$ cat src/rtl/iob_cache_front_end_fifo.sv
// Buffered IOb cache front-end: request FIFO, data/CSR path decode, in-order registered responses.
// Optional performance counters are compiled in when IOB_CACHE_FE_PERF_EN is defined.
module iob_cache_front_end_fifo #(
  parameter int ADDR_W      = 32,
  parameter int DATA_W      = 32,
  parameter int DEPTH       = 4,
  parameter int USE_CTRL    = 0,
  parameter int CSRS_ADDR_W = 5
) (
  input  logic                       clk_i,
  input  logic                       cke_i,
  input  logic                       rst_i,
`ifdef IOB_CACHE_FE_PERF_EN
  input  logic                       perf_clr_i,
  output logic [31:0]                acc_cnt_o,
  output logic [31:0]                stall_cnt_o,
`endif
  input  logic                       iob_valid_i,
  input  logic [ADDR_W-1:0]          iob_addr_i,
  input  logic [DATA_W-1:0]          iob_wdata_i,
  input  logic [DATA_W/8-1:0]        iob_wstrb_i,
  output logic                       iob_ready_o,
  output logic                       iob_rvalid_o,
  output logic [DATA_W-1:0]          iob_rdata_o,
  output logic                       data_req_o,
  output logic [ADDR_W-USE_CTRL-1:0] data_addr_o,
  output logic [DATA_W-1:0]          data_wdata_o,
  output logic [DATA_W/8-1:0]        data_wstrb_o,
  input  logic [DATA_W-1:0]          data_rdata_i,
  input  logic                       data_ack_i,
  output logic                       ctrl_req_o,
  output logic [CSRS_ADDR_W-1:0]     ctrl_addr_o,
  input  logic [DATA_W-1:0]          ctrl_rdata_i,
  input  logic                       ctrl_ack_i
);

  localparam int PTR_W   = $clog2(DEPTH);
  localparam int CNT_W   = PTR_W + 1;
  localparam int STRB_W  = DATA_W / 8;
  localparam int DADDR_W = ADDR_W - USE_CTRL;

  // Entry storage (no reset needed: contents are only observed while count_q != 0)
  logic               ent_ctrl_q  [DEPTH];
  logic [DADDR_W-1:0] ent_addr_q  [DEPTH];
  logic [DATA_W-1:0]  ent_wdata_q [DEPTH];
  logic [STRB_W-1:0]  ent_wstrb_q [DEPTH];

  logic [PTR_W-1:0]  wr_ptr_q, wr_ptr_d;
  logic [PTR_W-1:0]  rd_ptr_q, rd_ptr_d;
  logic [CNT_W-1:0]  count_q,  count_d;
  logic              rvalid_q, rvalid_d;
  logic [DATA_W-1:0] rdata_q,  rdata_d;

  logic              full;
  logic              empty;
  logic              push;
  logic              pop;
  logic              push_ctrl;
  logic              head_ctrl;
  logic              head_read;

  assign full      = (count_q == CNT_W'(DEPTH));
  assign empty     = (count_q == '0);
  assign push      = iob_valid_i & ~full;
  assign push_ctrl = (USE_CTRL != 0) && iob_addr_i[ADDR_W-1];

  assign head_ctrl = ent_ctrl_q[rd_ptr_q];
  assign head_read = (ent_wstrb_q[rd_ptr_q] == '0);

  assign data_req_o   = ~empty & ~head_ctrl;
  assign ctrl_req_o   = ~empty &  head_ctrl;
  assign data_addr_o  = ent_addr_q[rd_ptr_q];
  assign data_wdata_o = ent_wdata_q[rd_ptr_q];
  assign data_wstrb_o = ent_wstrb_q[rd_ptr_q];
  assign ctrl_addr_o  = ent_addr_q[rd_ptr_q][CSRS_ADDR_W-1:0];

  // Acks on the path that is not currently requesting are ignored
  assign pop = (data_req_o & data_ack_i) | (ctrl_req_o & ctrl_ack_i);

  assign iob_ready_o  = ~full;
  assign iob_rvalid_o = rvalid_q;
  assign iob_rdata_o  = rdata_q;

  always_comb begin
    wr_ptr_d = wr_ptr_q;
    rd_ptr_d = rd_ptr_q;
    count_d  = count_q;
    rvalid_d = 1'b0;
    rdata_d  = rdata_q;

    if (push) wr_ptr_d = wr_ptr_q + PTR_W'(1);
    if (pop)  rd_ptr_d = rd_ptr_q + PTR_W'(1);

    case ({push, pop})
      2'b10:   count_d = count_q + CNT_W'(1);
      2'b01:   count_d = count_q - CNT_W'(1);
      default: count_d = count_q;
    endcase

    if (pop && head_read) begin
      rvalid_d = 1'b1;
      rdata_d  = head_ctrl ? ctrl_rdata_i : data_rdata_i;
    end
  end

  always_ff @(posedge clk_i) begin
    if (rst_i) begin
      wr_ptr_q <= '0;
      rd_ptr_q <= '0;
      count_q  <= '0;
      rvalid_q <= 1'b0;
      rdata_q  <= '0;
    end else if (cke_i) begin
      wr_ptr_q <= wr_ptr_d;
      rd_ptr_q <= rd_ptr_d;
      count_q  <= count_d;
      rvalid_q <= rvalid_d;
      rdata_q  <= rdata_d;
    end
  end

  always_ff @(posedge clk_i) begin
    if (!rst_i && cke_i && push) begin
      ent_ctrl_q[wr_ptr_q]  <= push_ctrl;
      ent_addr_q[wr_ptr_q]  <= iob_addr_i[DADDR_W-1:0];
      ent_wdata_q[wr_ptr_q] <= iob_wdata_i;
      ent_wstrb_q[wr_ptr_q] <= iob_wstrb_i;
    end
  end

`ifdef IOB_CACHE_FE_PERF_EN
  logic [31:0] acc_cnt_q,   acc_cnt_d;
  logic [31:0] stall_cnt_q, stall_cnt_d;

  // Saturating counters; a clear request overrides any same-cycle increment
  always_comb begin
    acc_cnt_d   = acc_cnt_q;
    stall_cnt_d = stall_cnt_q;
    if (perf_clr_i) begin
      acc_cnt_d   = '0;
      stall_cnt_d = '0;
    end else begin
      if (push && (acc_cnt_q != '1))
        acc_cnt_d = acc_cnt_q + 32'd1;
      if (iob_valid_i && full && (stall_cnt_q != '1))
        stall_cnt_d = stall_cnt_q + 32'd1;
    end
  end

  always_ff @(posedge clk_i) begin
    if (rst_i) begin
      acc_cnt_q   <= '0;
      stall_cnt_q <= '0;
    end else if (cke_i) begin
      acc_cnt_q   <= acc_cnt_d;
      stall_cnt_q <= stall_cnt_d;
    end
  end

  assign acc_cnt_o   = acc_cnt_q;
  assign stall_cnt_o = stall_cnt_q;
`endif

endmodule

$ cat config.mk
export PLATFORM = sky130hd
export DESIGN_NAME = iob_cache_front_end_fifo
export DESIGN_NICKNAME = d
export VERILOG_FILES = /design/src/rtl/iob_cache_front_end_fifo.sv
export SDC_FILE = /design/constraint.sdc
export NUM_CORES = 1
export LEC_CHECK = 0
export BUFFER_PORTS_ARGS = -buffer_cell sky130_fd_sc_hd__buf_2
export CORE_UTILIZATION = 58
export DETAILED_ROUTE_END_ITERATION = 7
export GPL_TIMING_DRIVEN = 1
export HOLD_SLACK_MARGIN = 0.06
export PLACE_DENSITY = 0.84
export SYNTH_ARGS = -nofsm -noshare
export SYNTH_HDL_FRONTEND = slang
export SYNTH_SLANG_ARGS = --single-unit
$ cat constraint.sdc
create_clock -name clk_i -period 7.65 [get_ports clk_i]
set_input_delay 0 -clock clk_i [delete_from_list [all_inputs] [get_ports clk_i]]
set_output_delay 0 -clock clk_i [all_outputs]
set_load 0.02 [all_outputs]
---- Yosys cells after proc, flatten, opt, wreduce, memory -nomap -nowiden ----
Memory sizes are Yosys's and may differ from the RTL's. A register that Yosys moved wholly into a read port is not among the register bits.
Index checks and enable logic that the tools add are counted.
operators by class
  eq/ne operators ......................... 3
  multiplexer cells ....................... 11
  reduce and logical (&&, ||, !) cells .... 11
  $add $sub $neg .......................... 4
  bitwise operators ....................... 9
operator list
  cell                                                  number
  two-way mux 32 bit                                    1
  two-way mux 2 bit                                     6
  AND reduction 2 bit                                   4
  one-hot mux 3 bit (2 select lines)                    1
  adder 2 x 1 -> 2 bit (second input constant)          2
  bitwise AND 1 bit                                     4
  zero test 4 bit                                       1
  adder 3 x 1 -> 3 bit (second input constant)          1
  equality test 3 bit (second input constant)           1
  logical AND 1 bit                                     3
  zero test 3 bit                                       1
  two-way mux 1 bit                                     3
  subtractor 3 x 1 -> 3 bit (second input constant)     1
  equality test 2 x 1 -> 1 bit (second input constant)  1
  equality test 2 bit (second input constant)           1
  inverter 1 bit                                        2
  nonzero test 2 bit                                    1
  bitwise AND 1 bit (second input constant)             1
  zero test 1 bit                                       1
  inverter 1 bit (first input constant)                 1
  OR 1 bit                                              1
storage, ports and cells
  bits in writable memories ............... 272
  memories kept ........................... 3
  output and inout bits ................... 109
  bits in registers ....................... 40
memory list
  name         words  bits a word  read ports  clocked after memory_dff  write ports  line  source
  ent_addr_q   4      32           1           1                         1            44    logic [DADDR_W-1:0] ent_addr_q [DEPTH];
  ent_wdata_q  4      32           1           1                         1            45    logic [DATA_W-1:0] ent_wdata_q [DEPTH];
  ent_wstrb_q  4      4            1           1                         1            46    logic [STRB_W-1:0] ent_wstrb_q [DEPTH];

---- Logic depth before layout (Yosys ltp) ----
  depth in word-level cells ............... 8
  mapped depth ............................ 9
  depth with buffers taken out ............ 9

---- Worst setup path after synthesis ----
No wires, ideal clock.
  kind .................................... register -> register
  start ................................... reg count_q[2]
  end ..................................... mem ent_addr_q[0][0] (netlist bit), enable pin
  period minus slack after synthesis ...... 3.077 ns
  buffers on the path ..................... 0
  slack ................................... 4.573 ns
  stages on the path, launching flop included .. 5
  arrival time ............................ 2.643 ns
  cells stage by stage .................... dfxtp_1 > or3b_2 > and3_1 > nor2b_1 > and2_1
between the ends
  word-level cells in the longest chain between the ends .. 6
ends and longest elaborated chain
  what                                     line  source
  start, declared                          50    logic [CNT_W-1:0] count_q, count_d;
  start signal, assigned                   116   count_q <= count_d;
  equality test 3 bit                      62    assign full = (count_q == CNT_W'(DEPTH));
  inverter 1 bit                           n/a
  net iob_ready_o                          22    output logic iob_ready_o,
  bitwise AND 1 bit                        64    assign push = iob_valid_i & ~full;
  logical AND 1 bit                        123   if (!rst_i && cke_i && push) begin
  two-way mux 1 bit                        n/a
  two-way mux 1 bit (implied by the code)  125   ent_addr_q[wr_ptr_q] <= iob_addr_i[DADDR_W-1:0];
  end, declared                            44
The timed path passes the listed nets, and every way through them passes these cells.

==> flow_summary.ini <==
[clocking]
cts_made_buffers = 31
cts_sinks = 314
postCtsResizedCells = 0
clock_path_buffers = 3
clk_latency_ns = 0.55
root_buffer = clkbuf_16
htree_levels = 1
cts_tree = done
path_clk_slew_ns = 0.06

[status]
status = completed

[global_route]
grt_max_degree = 69
grt_antenna_before_repair = 0
grt_pass1_vias = 7465
gr-total-overflow = 0
grt_pass1_wl_um = 40000
track_usage_pct = 26.0

[detailed_routing]
viasPerCell = 5.62
routed_wl_um = 26600
met2WireLength_um = 13900
drt_iter0_drc = 426
drc = 0
firstDrtPassIters = 4
vias = 6920
ant_nets = 0
top_layer_used = met4
wl_met1_um = 9880
wire_per_inst_um = 21.6
wl_met3_um = 2200

[place]
portBuffers = 212
hpwl_um = 13000
gp_congestion = 0.813
pre_cts_ws_ns = 4.01

[floorplan]
die_w_um = 144
rows = 51
fp.dieArea_um2 = 20800
start_util_pct = 59.6
die_h_um = 144
io_pins = 247
fp.coreArea_um2 = 19700

[yosys]
synthCells = 597
synth-seq-cells = 314
yosysWarnings = 0
ys_seq_area_share_pct = 76.9
syn-num-nets = 741
avgSynthCellArea_um2 = 19.6
syn_area_um2 = 11700
synth.distinct_cells = 28

[worst_setup_path]
cp.arrival_ns = 4.69
cp_data_required_time_ns = 8.14
worstPathMaxFanout = 65
crit_type = reg2reg
crit_path_end_kind = register
cp-start-kind = register

[power]
p_int_uw = 2850
ir_drop_mv = 0.171
p_switching_uw = 804
swShare_pct = 22.0
power_per_cell_area_nw_per_um2 = 239
power_frac_clock_pct = 38.8
p_leak_uw = 0.00555
combPwrFrac_pct = 8.9
p_seq_share_pct = 52.3

[sta]
setup-tns-final_ns = 0
finalCriticalPeriod_ns = 4.20
fmax_mhz = 238
fin_worst_skew_ns = 0.00939
setup_viol = 0
rsz0062_at_grt = no
drv_slew = 0
worst_pin_slew_ns = 1.05
setup_ws_ns = 3.45
hold_violations = 0
post-route-period-util_pct = 55.0
relSlewSlack_pct = 29.8

[finish]
fillers = 1050
areaGrowthSynthToFinish_pct = 30.4
final_cell_mix = edfxtp_1, buf_2, dlygate4sd3_1
nNetsFinal = 1086
antenna_cells = 0
drive_above_1_share_pct = 34.3
final_common_cell = edfxtp_1

[worst_hold_path]
hold_path_class = in2reg

[job]
drv_cap = 0
per-stage QoR:
stage	utilization [%]	total power, uW	cells	area (um2)	hold WS, ns
after detailed placement	65.8	2220	1036	12900	0.217
after floorplan	-	2120	597	11700	0.0989
after CTS	77.7	3660	1232	15300	0.193
after global routing	77.7	3760	1232	15300	0.193
final	77.7	3650	1232	15300	0.207
after global placement	65.8	2200	1036	12900	0.210
synth_stat cells:
cell type | instances | share of area (%)
conb_1 | 1 | 0.032
inv_1 | 37 | 1.2
nor2_1 | 9 | 0.29
dfxtp_1 | 42 | 7.2
o311a_1 | 1 | 0.085
buf_6 | 4 | 0.38
clkbuf_1 | 20 | 0.64
buf_1 | 10 | 0.32
nand3_1 | 1 | 0.043
or4_4 | 1 | 0.096
and3_1 | 1 | 0.053
nor2b_1 | 3 | 0.16
xnor2_1 | 4 | 0.30
o21ba_2 | 1 | 0.085
ha_1 | 5 | 0.53
nand2_1 | 3 | 0.096
fa_1 | 1 | 0.17
mux4_2 | 68 | 13
a21oi_1 | 32 | 1.4
a211oi_1 | 1 | 0.064
o21ai_0 | 32 | 1.4
or3_1 | 33 | 1.8
or3b_2 | 1 | 0.075
and2_1 | 5 | 0.27
buf_4 | 6 | 0.38
xor2_1 | 2 | 0.15
edfxtp_1 | 272 | 70
mux2i_1 | 1 | 0.085
registers in the layout (all words and copies together) (netlist names), named ones only:
register,cells
iob_rdata_o,32
wr_ptr_q,2
ent_addr_q,128
iob_rvalid_o,1
ent_wdata_q,128
count_q,3
rd_ptr_q,2
ent_wstrb_q,16
critical path: stages (launching register included):
cell	delay, ns
dfxtp_4	0.74
buf_4	0.73
mux4_2	0.61
or4_4	0.79
or3_1	0.44
a21oi_1	0.18
dlygate4sd3_1	0.58
power by group through the flow:
stage          registers [uW]  clock network, uW  logic (uW)
2_1_floorplan            1930                  0         186
3_3_place_gp             1940                  0         258
3_5_place_dp             1950                  0         271
4_1_cts                  1910               1430         318
5_1_grt                  1910               1500         346
6_report                 1910               1420         324
cells by family after synthesis:
group                      synth area share [%]
xor gates and xnor gates                  0.449
adders and majority gates                 0.705
muxes                                      13.2
buffers and inverters                      2.92
and+or+nand+nor                            2.84
AOI/OAI and AO/OA                          2.97
other                                    0.0320
DFF                                        76.9
routing by layer:
metal	track usage, %	up-vias
met5	0	-
met4	8.12	0
met3	6.06	56
met2	46.5	365
met1	31.3	3462
li1	-	3037
final timing paths:
kind	startpoint	endpoint	slack, ns	depth (start not counted)
max	register	iob_rdata_o[4]$_SDFFE_PP0P_	3.45	6
min	iob_addr_i[6]	ent_addr_q[3][6]$_DFFE_PP_	0.21	2
max reg2reg	register	iob_rdata_o[4]$_SDFFE_PP0P_	3.45	6
min reg2reg	rd_ptr_q[1]$_SDFFE_PP0P_	rd_ptr_q[1]$_SDFFE_PP0P_	0.56	2
final cells by class:
| class | instances | area [um2] | share of cell area (%) |
|---|---|---|---|
| inverter | 37 | 139 | 0.910 |
| tap | 265 | 332 | 2.17 |
| clock buffer | 37 | 798 | 5.23 |
| multi-input combinational | 206 | 2370 | 15.5 |
| sequential | 314 | 9020 | 59.1 |
| timing repair buffer | 352 | 2460 | 16.1 |
| clock inverter | 21 | 153 | 1.00 |
repair_timing:
action	4_1_cts	5_1_grt
hold buffers	138	0
buffers inserted	0	0
hold endpoints to repair	314	0
(Power assumes the default switching activity.)
